`config.mk`:
```
export PLATFORM = sky130hd
export DESIGN_NAME = watch_mode_controller_flat
export DESIGN_NICKNAME = d
export VERILOG_FILES = /design/src/rtl/watch_pkg.sv /design/src/rtl/watch_mode_controller_if.sv /design/src/rtl/button_edge.sv /design/src/rtl/watch_mode_controller.sv /design/src/flat_wrapper.sv
export SDC_FILE = /design/constraint.sdc
export NUM_CORES = 1
export LEC_CHECK = 0
export CAP_MARGIN = 20
export CORE_ASPECT_RATIO = 1.5
export CORE_MARGIN = 1
export CORE_UTILIZATION = 29
export DETAILED_ROUTE_END_ITERATION = 8
export DONT_BUFFER_PORTS = 1
export GPL_ROUTABILITY_DRIVEN = 0
export MAX_ROUTING_LAYER = met4
export PLACE_DENSITY = 0.5
export SYNTH_ARGS = -nofsm -noshare
export SYNTH_HDL_FRONTEND = slang
export SYNTH_SLANG_ARGS = --single-unit
```
`constraint.sdc`:
```
create_clock -name clockSignal -period 2.4 [get_ports clockSignal]
set_clock_uncertainty 0.1 [all_clocks]
set_input_delay 0.48 -clock clockSignal [delete_from_list [all_inputs] [get_ports clockSignal]]
set_output_delay 0.48 -clock clockSignal [all_outputs]
set_load 0.01 [all_outputs]
```
`src/rtl/watch_pkg.sv`:
```
// Shared encodings and defaults for the watch controller and its datapath.
package watch_pkg;

  typedef enum logic [1:0] {
    MODE_TIMER      = 2'b00,
    MODE_STOPWATCH  = 2'b01,
    MODE_VIEW_CLOCK = 2'b10,
    MODE_SET_ALARM  = 2'b11
  } modeType;

  typedef enum logic [1:0] {
    T_IDLE  = 2'b00,
    T_RUN   = 2'b01,
    T_PAUSE = 2'b10,
    T_RING  = 2'b11
  } timerStateType;

  typedef enum logic [1:0] {
    S_CLEAR = 2'b00,
    S_RUN   = 2'b01,
    S_STOP  = 2'b10
  } stopwatchStateType;

  localparam int unsigned LAP_DEPTH_DEFAULT  = 10;
  localparam int unsigned RING_TICKS_DEFAULT = 3000;
  localparam int unsigned LAP_INDEX_WIDTH    = 4;

  function automatic modeType nextMode(input modeType current);
    logic [1:0] raw;
    raw = current;
    raw = raw + 2'd1;
    return modeType'(raw);
  endfunction

endpackage

```
`src/rtl/watch_mode_controller_if.sv`:
```
// Button/tick inputs and datapath control outputs of the watch mode controller.
interface watch_mode_controller_if;
  logic       modeInput;
  logic       startOrStop;
  logic       splitOrReset;
  logic       tick100Hz;
  logic       timerDone;
  logic       stopwatchWrap;
  logic [1:0] mode;
  logic       timerLoad;
  logic       timerClear;
  logic       timerRun;
  logic       stopwatchRun;
  logic       stopwatchClear;
  logic       lapStrobe;
  logic [3:0] lapIndex;
  logic       lapFull;
  logic       ringSound;

  modport master (
    output modeInput, startOrStop, splitOrReset, tick100Hz, timerDone, stopwatchWrap,
    input  mode, timerLoad, timerClear, timerRun, stopwatchRun, stopwatchClear,
           lapStrobe, lapIndex, lapFull, ringSound
  );

  modport slave (
    input  modeInput, startOrStop, splitOrReset, tick100Hz, timerDone, stopwatchWrap,
    output mode, timerLoad, timerClear, timerRun, stopwatchRun, stopwatchClear,
           lapStrobe, lapIndex, lapFull, ringSound
  );
endinterface

```
`src/rtl/button_edge.sv`:
```
// Rising-edge detector for one debounced button level.
module button_edge (
  input  logic clockSignal,
  input  logic resetSignal,
  input  logic buttonLevel,
  output logic buttonRise
);

  logic previousLevel;

  // History always tracks the live level, so a button held through reset
  // is already "seen" when reset drops and cannot fire.
  always_ff @(posedge clockSignal) begin
    previousLevel <= buttonLevel;
  end

  assign buttonRise = buttonLevel & ~previousLevel & ~resetSignal;

endmodule

```
`src/rtl/watch_mode_controller.sv`:
```
// Mode selection, countdown timer FSM and stopwatch/lap FSM for the watch.
module watch_mode_controller
  import watch_pkg::*;
#(
  parameter int unsigned LAP_DEPTH  = LAP_DEPTH_DEFAULT,
  parameter int unsigned RING_TICKS = RING_TICKS_DEFAULT
) (
  input logic                    clockSignal,
  input logic                    resetSignal,
  watch_mode_controller_if.slave watchBus
);

  localparam int unsigned RING_WIDTH = $clog2(RING_TICKS + 1);
  localparam logic [RING_WIDTH-1:0] RING_LAST = RING_WIDTH'(RING_TICKS - 1);
  localparam logic [LAP_INDEX_WIDTH-1:0] LAP_LAST = LAP_INDEX_WIDTH'(LAP_DEPTH - 1);

  logic modeRise, startRise, splitRise;

  button_edge modeEdge (
    .clockSignal (clockSignal),
    .resetSignal (resetSignal),
    .buttonLevel (watchBus.modeInput),
    .buttonRise  (modeRise)
  );

  button_edge startEdge (
    .clockSignal (clockSignal),
    .resetSignal (resetSignal),
    .buttonLevel (watchBus.startOrStop),
    .buttonRise  (startRise)
  );

  button_edge splitEdge (
    .clockSignal (clockSignal),
    .resetSignal (resetSignal),
    .buttonLevel (watchBus.splitOrReset),
    .buttonRise  (splitRise)
  );

  modeType                    modeReg, modeNext;
  timerStateType              timerState, timerNext;
  stopwatchStateType          swState, swNext;
  logic [RING_WIDTH-1:0]      ringCount, ringNext;
  logic [LAP_INDEX_WIDTH-1:0] nextSlot, nextSlotNext;
  logic [LAP_INDEX_WIDTH-1:0] lapIndexReg, lapIndexNext;
  logic                       lapFullReg, lapFullNext;
  logic                       timerLoadReg, timerLoadNext;
  logic                       timerClearReg, timerClearNext;
  logic                       swClearReg, swClearNext;
  logic                       lapStrobeReg, lapStrobeNext;

  logic anyRise, acknowledge, modeAct, splitAct, startAct;
  logic timerSplit, timerStart, swSplit, swStart;

  // A ringing alarm swallows every button edge; otherwise only the
  // highest-priority edge survives.
  assign anyRise     = modeRise | startRise | splitRise;
  assign acknowledge = (timerState == T_RING) & anyRise;
  assign modeAct     = modeRise & ~acknowledge;
  assign splitAct    = splitRise & ~modeRise & ~acknowledge;
  assign startAct    = startRise & ~modeRise & ~splitRise & ~acknowledge;
  assign timerSplit  = splitAct & (modeReg == MODE_TIMER);
  assign timerStart  = startAct & (modeReg == MODE_TIMER);
  assign swSplit     = splitAct & (modeReg == MODE_STOPWATCH);
  assign swStart     = startAct & (modeReg == MODE_STOPWATCH);

  always_ff @(posedge clockSignal) begin
    if (resetSignal) begin
      modeReg       <= MODE_TIMER;
      timerState    <= T_IDLE;
      swState       <= S_CLEAR;
      ringCount     <= '0;
      nextSlot      <= '0;
      lapIndexReg   <= '0;
      lapFullReg    <= 1'b0;
      timerLoadReg  <= 1'b0;
      timerClearReg <= 1'b0;
      swClearReg    <= 1'b0;
      lapStrobeReg  <= 1'b0;
    end else begin
      modeReg       <= modeNext;
      timerState    <= timerNext;
      swState       <= swNext;
      ringCount     <= ringNext;
      nextSlot      <= nextSlotNext;
      lapIndexReg   <= lapIndexNext;
      lapFullReg    <= lapFullNext;
      timerLoadReg  <= timerLoadNext;
      timerClearReg <= timerClearNext;
      swClearReg    <= swClearNext;
      lapStrobeReg  <= lapStrobeNext;
    end
  end

  always_comb begin
    modeNext       = modeReg;
    timerNext      = timerState;
    swNext         = swState;
    ringNext       = ringCount;
    nextSlotNext   = nextSlot;
    lapIndexNext   = lapIndexReg;
    lapFullNext    = lapFullReg;
    timerLoadNext  = 1'b0;
    timerClearNext = 1'b0;
    swClearNext    = 1'b0;
    lapStrobeNext  = 1'b0;

    if (modeAct) begin
      modeNext = nextMode(modeReg);
    end

    if (acknowledge) begin
      timerNext      = T_IDLE;
      ringNext       = '0;
      timerClearNext = 1'b1;
    end else if (timerSplit) begin
      timerNext      = T_IDLE;
      ringNext       = '0;
      timerClearNext = 1'b1;
    end else if (timerStart) begin
      case (timerState)
        T_IDLE: begin
          timerNext     = T_RUN;
          timerLoadNext = 1'b1;
        end
        T_RUN:   timerNext = T_PAUSE;
        T_PAUSE: timerNext = T_RUN;
        default: timerNext = timerState;
      endcase
    end else if ((timerState == T_RUN) && watchBus.timerDone) begin
      timerNext = T_RING;
      ringNext  = '0;
    end else if ((timerState == T_RING) && watchBus.tick100Hz) begin
      if (ringCount == RING_LAST) begin
        timerNext      = T_IDLE;
        ringNext       = '0;
        timerClearNext = 1'b1;
      end else begin
        ringNext = ringCount + 1'b1;
      end
    end

    if ((swState == S_RUN) && watchBus.stopwatchWrap) begin
      swNext       = S_CLEAR;
      swClearNext  = 1'b1;
      nextSlotNext = '0;
      lapIndexNext = '0;
      lapFullNext  = 1'b0;
    end else if (swStart) begin
      swNext = (swState == S_RUN) ? S_STOP : S_RUN;
    end else if (swSplit) begin
      case (swState)
        S_RUN: begin
          if (!lapFullReg) begin
            lapStrobeNext = 1'b1;
            lapIndexNext  = nextSlot;
            nextSlotNext  = nextSlot + 1'b1;
            lapFullNext   = (nextSlot == LAP_LAST);
          end
        end
        S_STOP: begin
          swNext       = S_CLEAR;
          swClearNext  = 1'b1;
          nextSlotNext = '0;
          lapIndexNext = '0;
          lapFullNext  = 1'b0;
        end
        default: swNext = swState;
      endcase
    end
  end

  assign watchBus.mode           = modeReg;
  assign watchBus.timerLoad      = timerLoadReg;
  assign watchBus.timerClear     = timerClearReg;
  assign watchBus.timerRun       = (timerState == T_RUN);
  assign watchBus.ringSound      = (timerState == T_RING);
  assign watchBus.stopwatchRun   = (swState == S_RUN);
  assign watchBus.stopwatchClear = swClearReg;
  assign watchBus.lapStrobe      = lapStrobeReg;
  assign watchBus.lapIndex       = lapIndexReg;
  assign watchBus.lapFull        = lapFullReg;

endmodule

```
`src/flat_wrapper.sv`:
```
// flat-port wrapper written by rule: the top's interface ports become plain ports
module watch_mode_controller_flat import watch_pkg::*;
#(
  parameter int unsigned LAP_DEPTH  = LAP_DEPTH_DEFAULT,
  parameter int unsigned RING_TICKS = RING_TICKS_DEFAULT
)
  (clockSignal, resetSignal, watchBus_modeInput, watchBus_startOrStop, watchBus_splitOrReset, watchBus_tick100Hz, watchBus_timerDone, watchBus_stopwatchWrap, watchBus_mode, watchBus_timerLoad, watchBus_timerClear, watchBus_timerRun, watchBus_stopwatchRun, watchBus_stopwatchClear, watchBus_lapStrobe, watchBus_lapIndex, watchBus_lapFull, watchBus_ringSound);
  watch_mode_controller_if watchBus_i ();
  input logic clockSignal;
  input logic resetSignal;
  input wire logic [$bits(watchBus_i.modeInput)-1:0] watchBus_modeInput;
  input wire logic [$bits(watchBus_i.startOrStop)-1:0] watchBus_startOrStop;
  input wire logic [$bits(watchBus_i.splitOrReset)-1:0] watchBus_splitOrReset;
  input wire logic [$bits(watchBus_i.tick100Hz)-1:0] watchBus_tick100Hz;
  input wire logic [$bits(watchBus_i.timerDone)-1:0] watchBus_timerDone;
  input wire logic [$bits(watchBus_i.stopwatchWrap)-1:0] watchBus_stopwatchWrap;
  output wire logic [$bits(watchBus_i.mode)-1:0] watchBus_mode;
  output wire logic [$bits(watchBus_i.timerLoad)-1:0] watchBus_timerLoad;
  output wire logic [$bits(watchBus_i.timerClear)-1:0] watchBus_timerClear;
  output wire logic [$bits(watchBus_i.timerRun)-1:0] watchBus_timerRun;
  output wire logic [$bits(watchBus_i.stopwatchRun)-1:0] watchBus_stopwatchRun;
  output wire logic [$bits(watchBus_i.stopwatchClear)-1:0] watchBus_stopwatchClear;
  output wire logic [$bits(watchBus_i.lapStrobe)-1:0] watchBus_lapStrobe;
  output wire logic [$bits(watchBus_i.lapIndex)-1:0] watchBus_lapIndex;
  output wire logic [$bits(watchBus_i.lapFull)-1:0] watchBus_lapFull;
  output wire logic [$bits(watchBus_i.ringSound)-1:0] watchBus_ringSound;
  assign watchBus_i.modeInput = watchBus_modeInput;
  assign watchBus_i.startOrStop = watchBus_startOrStop;
  assign watchBus_i.splitOrReset = watchBus_splitOrReset;
  assign watchBus_i.tick100Hz = watchBus_tick100Hz;
  assign watchBus_i.timerDone = watchBus_timerDone;
  assign watchBus_i.stopwatchWrap = watchBus_stopwatchWrap;
  assign watchBus_mode = watchBus_i.mode;
  assign watchBus_timerLoad = watchBus_i.timerLoad;
  assign watchBus_timerClear = watchBus_i.timerClear;
  assign watchBus_timerRun = watchBus_i.timerRun;
  assign watchBus_stopwatchRun = watchBus_i.stopwatchRun;
  assign watchBus_stopwatchClear = watchBus_i.stopwatchClear;
  assign watchBus_lapStrobe = watchBus_i.lapStrobe;
  assign watchBus_lapIndex = watchBus_i.lapIndex;
  assign watchBus_lapFull = watchBus_i.lapFull;
  assign watchBus_ringSound = watchBus_i.ringSound;
  watch_mode_controller #(.LAP_DEPTH(LAP_DEPTH), .RING_TICKS(RING_TICKS)) u_core (.clockSignal(clockSignal), .resetSignal(resetSignal), .watchBus(watchBus_i));
endmodule
```
==> flow_metrics.py <==
metrics = {
    "outcome": {
        "status": "complete, no violations",
    },
    "timing": {
        "period_share": 0.890,
        "max-slew-margin-rel": 0.635,
        "tightestPinTransition_ns": 0.541,
        "final-max-slew-violation-count": 0,
        "totalNegativeSetupSlack_ns": 0,
        "finalHoldViolCount": 0,
        "final_setup_violation_count": 0,
        "rsz0062_at_grt": "no",
        "final.min_clock_period_ns": 2.14,
        "max_freq_mhz": 468,
    },
    "logic_synthesis": {
        "mappedNetlistArea_um2": 1690,
        "sequential_share_of_the_synthesized_area": 0.402,
        "distinct_cells_synth": 39,
        "syn_nets": 220,
        "yosys_register_bits": 34,
        "synthesis.yosys.warnings": 0,
        "post_synth.cell_area_avg_um2": 8.26,
        "post_synth_inst_count": 205,
        "dominantRegCellSynth": "dfxtp_1",
        "async_set_reset_flop_share_out_of_synthesis": 0,
        "synth_edf_count": 0,
    },
    "clock_network": {
        "cts.hold.buffers_added": 0,
        "path_clk_slew_ns": 0.08,
        "cts_sinks": 34,
        "root_buffer": "clkbuf_8",
        "tritoncts": "built",
        "worstSkewPairLatency_ns": 0.29,
        "ctsResizeCount": 0,
        "cts_made_buffers": 5,
        "post_cts_setup_repair_buffer_count": 0,
        "clk_path_buf_depth": 2,
        "cts-htree-levels": 2,
    },
    "power": {
        "power.share.clock": 0.457,
        "cellLeakagePower_nw": 0.599,
        "switching_share": 0.224,
        "pwr-share-seq": 0.501,
        "vdd_ir_drop_max_v": 0.000277,
        "powerDensity_nw_per_um2": 616,
        "power.net_switching_uw": 259,
        "total_power_mw": 1.15,
        "intPower_uw": 894,
        "p_comb_frac": 0.042,
    },
    "critical_path": {
        "timing.critical_path.arrival_ns": 2.20,
        "crit_chain": "inv_1 -> ha_1 -> nor2b_1 -> a41oi_1 -> nor2_1 -> o21ai_0 -> a21oi_1",
        "path_max_fanout": 8,
        "crit_slowest_cell": "a41oi_1",
        "worst_r2r_path_depth": 7,
        "path_buf_inv": 1,
        "worst_path_largest_cell_delay_ns": 0.48,
        "timing.critical_path.required_ns": 2.47,
        "critical_path.startpoint_type": "flip-flop",
        "crit_type": "flip-flop to flip-flop",
        "cpLargestDelayFamily": "compound AO/OA/AOI/OAI gates",
        "critPathCaptureType": "flip-flop",
        "critical_path_depth": 7,
    },
    "routing": {
        "route.antenna.remaining_nets": 0,
        "routed-via-count": 1432,
        "first_pass_iteration_count_of_the_detailed_router": 4,
        "route.final.wire_length_um": 3750,
        "drt_drc_violations_left": 0,
        "number_of_vias_per_cell_after_detailed_routing": 5.15,
        "detail_route.wl_per_cell_um": 13.5,
        "initialDrtViolationCount": 64,
    },
    "global_routing": {
        "overflow": 0,
        "grt_max_degree": 15,
        "grt_antenna_before_repair": 0,
        "number_of_global_route_vias_before_repair": 1375,
        "grt_pass1_wl_um": 6420,
        "groute.usage.overall": 0.139,
    },
    "final_layout": {
        "n_fill_cell": 604,
        "diodes": 0,
        "area.growth.synth_to_final_pct": 10.4,
        "drive_gt1_frac": 0.0913,
        "final_cell_mix": "dfxtp_1, a21oi_1, nor2_1",
        "final_nets": 222,
        "final_common_cell": "dfxtp_1",
    },
    "floorplan": {
        "die_width_um": 64.4,
        "coreArea_um2": 5530,
        "dieArea_um2": 6160,
        "std_cell_rows": 33,
        "initial_utilization": 0.306,
        "die_y_um": 95.6,
        "io_pins": 22,
    },
    "run": {
        "max_cap_violations": 0,
    },
    "worst_hold_path": {
        "hold_path.class": "primary input to flip-flop",
        "worst_hold_path.num_cells": 0,
    },
    "placed_design": {
        "dp_hpwl_um": 2730,
        "numPortBuffers": 0,
    },
}
## Yosys cell counts, types with 2 or more instances
master / instances / share of area
or3_1: 2 / 0.0074
xor2_1: 3 / 0.016
or4_1: 2 / 0.0089
buf_6: 2 / 0.013
clkbuf_1: 6 / 0.013
ha_1: 7 / 0.052
nand2b_1: 7 / 0.026
o21ai_0: 12 / 0.035
a22oi_1: 2 / 0.0089
nor3_1: 4 / 0.012
dfxtp_1: 34 / 0.40
nand4_1: 2 / 0.0074
nand3_1: 10 / 0.030
nand3b_1: 3 / 0.013
inv_1: 8 / 0.018
a21oi_1: 24 / 0.071
nor2_1: 23 / 0.051
nor2b_1: 5 / 0.018
or2_2: 4 / 0.015
nor4_1: 2 / 0.0074
nand4b_1: 7 / 0.036
and3_1: 2 / 0.0074
nand2_1: 13 / 0.029
a31oi_1: 3 / 0.011
a211oi_1: 4 / 0.018
## power by group through the flow
stage | combinational [mW] | clock (mW) | sequential, mW
2_1_floorplan | 0.0409 | 0 | 0.589
3_3_place_gp | 0.0494 | 0 | 0.591
3_5_place_dp | 0.0497 | 0 | 0.591
4_1_cts | 0.0500 | 0.547 | 0.578
5_1_grt | 0.0558 | 0.571 | 0.579
6_report | 0.0488 | 0.526 | 0.578
## metal layers
layer / routed length [um] / part of all wire / GRT usage
met5: 0 / 0 / -
met4: 59 / 0.016 / 0.0593
met3: 179 / 0.048 / 0.0443
met2: 1920 / 0.51 / 0.243
met1: 1590 / 0.42 / 0.140
## area by class of cell
class	count	area, um2	share of cell area
tap	70	87.6	0.0468
multi-input combinational	154	933	0.499
clock inverter	3	40.0	0.0214
sequential	34	681	0.364
inverter	8	30.0	0.0161
clock buffer	5	68.8	0.0368
timing repair buffer	4	30.0	0.0161
## worst paths after layout
path              slack, ns                        start                            end
setup reg to reg       0.26      u_core.watchBus.mode[0]            u_core.ringCount[8]
setup / recovery       0.26      u_core.watchBus.mode[0]            u_core.ringCount[8]
hold reg to reg        0.40  u_core.watchBus.lapIndex[0]    u_core.watchBus.lapIndex[0]
hold / removal         0.11           watchBus_modeInput  u_core.modeEdge.previousLevel
## cells by family (layout without fill, tap and decap cells)
logic type,Yosys count,in the layout,share of synthesized area
AO/OA/AOI/OAI,49,49,0.164
XOR/XNOR,4,4,0.0207
adder cells (fa/ha/maj),7,7,0.0517
buffers and inverters,17,20,0.0473
flip-flops,34,34,0.402
multiplexers,1,1,0.00591
AND/OR/NAND/NOR,93,93,0.309
## stage by stage
stage / util / worst slack, ns / hold WS (ns) / std cells / instance area, um2
after floorplan: - / 0.503 / 0.357 / 205 / 1690
after global placement: 0.318 / 0.325 / 0.383 / 270 / 1760
after detailed placement: 0.318 / 0.297 / 0.388 / 270 / 1760
after CTS: 0.338 / 0.290 / 0.0979 / 278 / 1870
after global routing: 0.338 / 0.0372 / 0.0886 / 278 / 1870
final: 0.338 / 0.264 / 0.105 / 278 / 1870
## flip-flops by register name, indices dropped and copies added (netlist names)
register and flops:
u_core.watchBus.lapStrobe 1, u_core.watchBus.timerClear 1, u_core.ringCount 12, u_core.watchBus.lapFull 1, u_core.startEdge.previousLevel 1, u_core.timerState 2
u_core.watchBus.timerLoad 1, u_core.nextSlot 4, u_core.swState 2, u_core.watchBus.mode 2, u_core.watchBus.lapIndex 4, u_core.modeEdge.previousLevel 1
u_core.splitEdge.previousLevel 1, u_core.watchBus.stopwatchClear 1
## worst reg2reg max path, cell delays in order (launching register included)
cell and delay, ns:
dfxtp_1 0.40, inv_1 0.09, ha_1 0.22, nor2b_1 0.14, a41oi_1 0.48, nor2_1 0.26
o21ai_0 0.23, a21oi_1 0.09
Power figures use the tool's default switching activity.
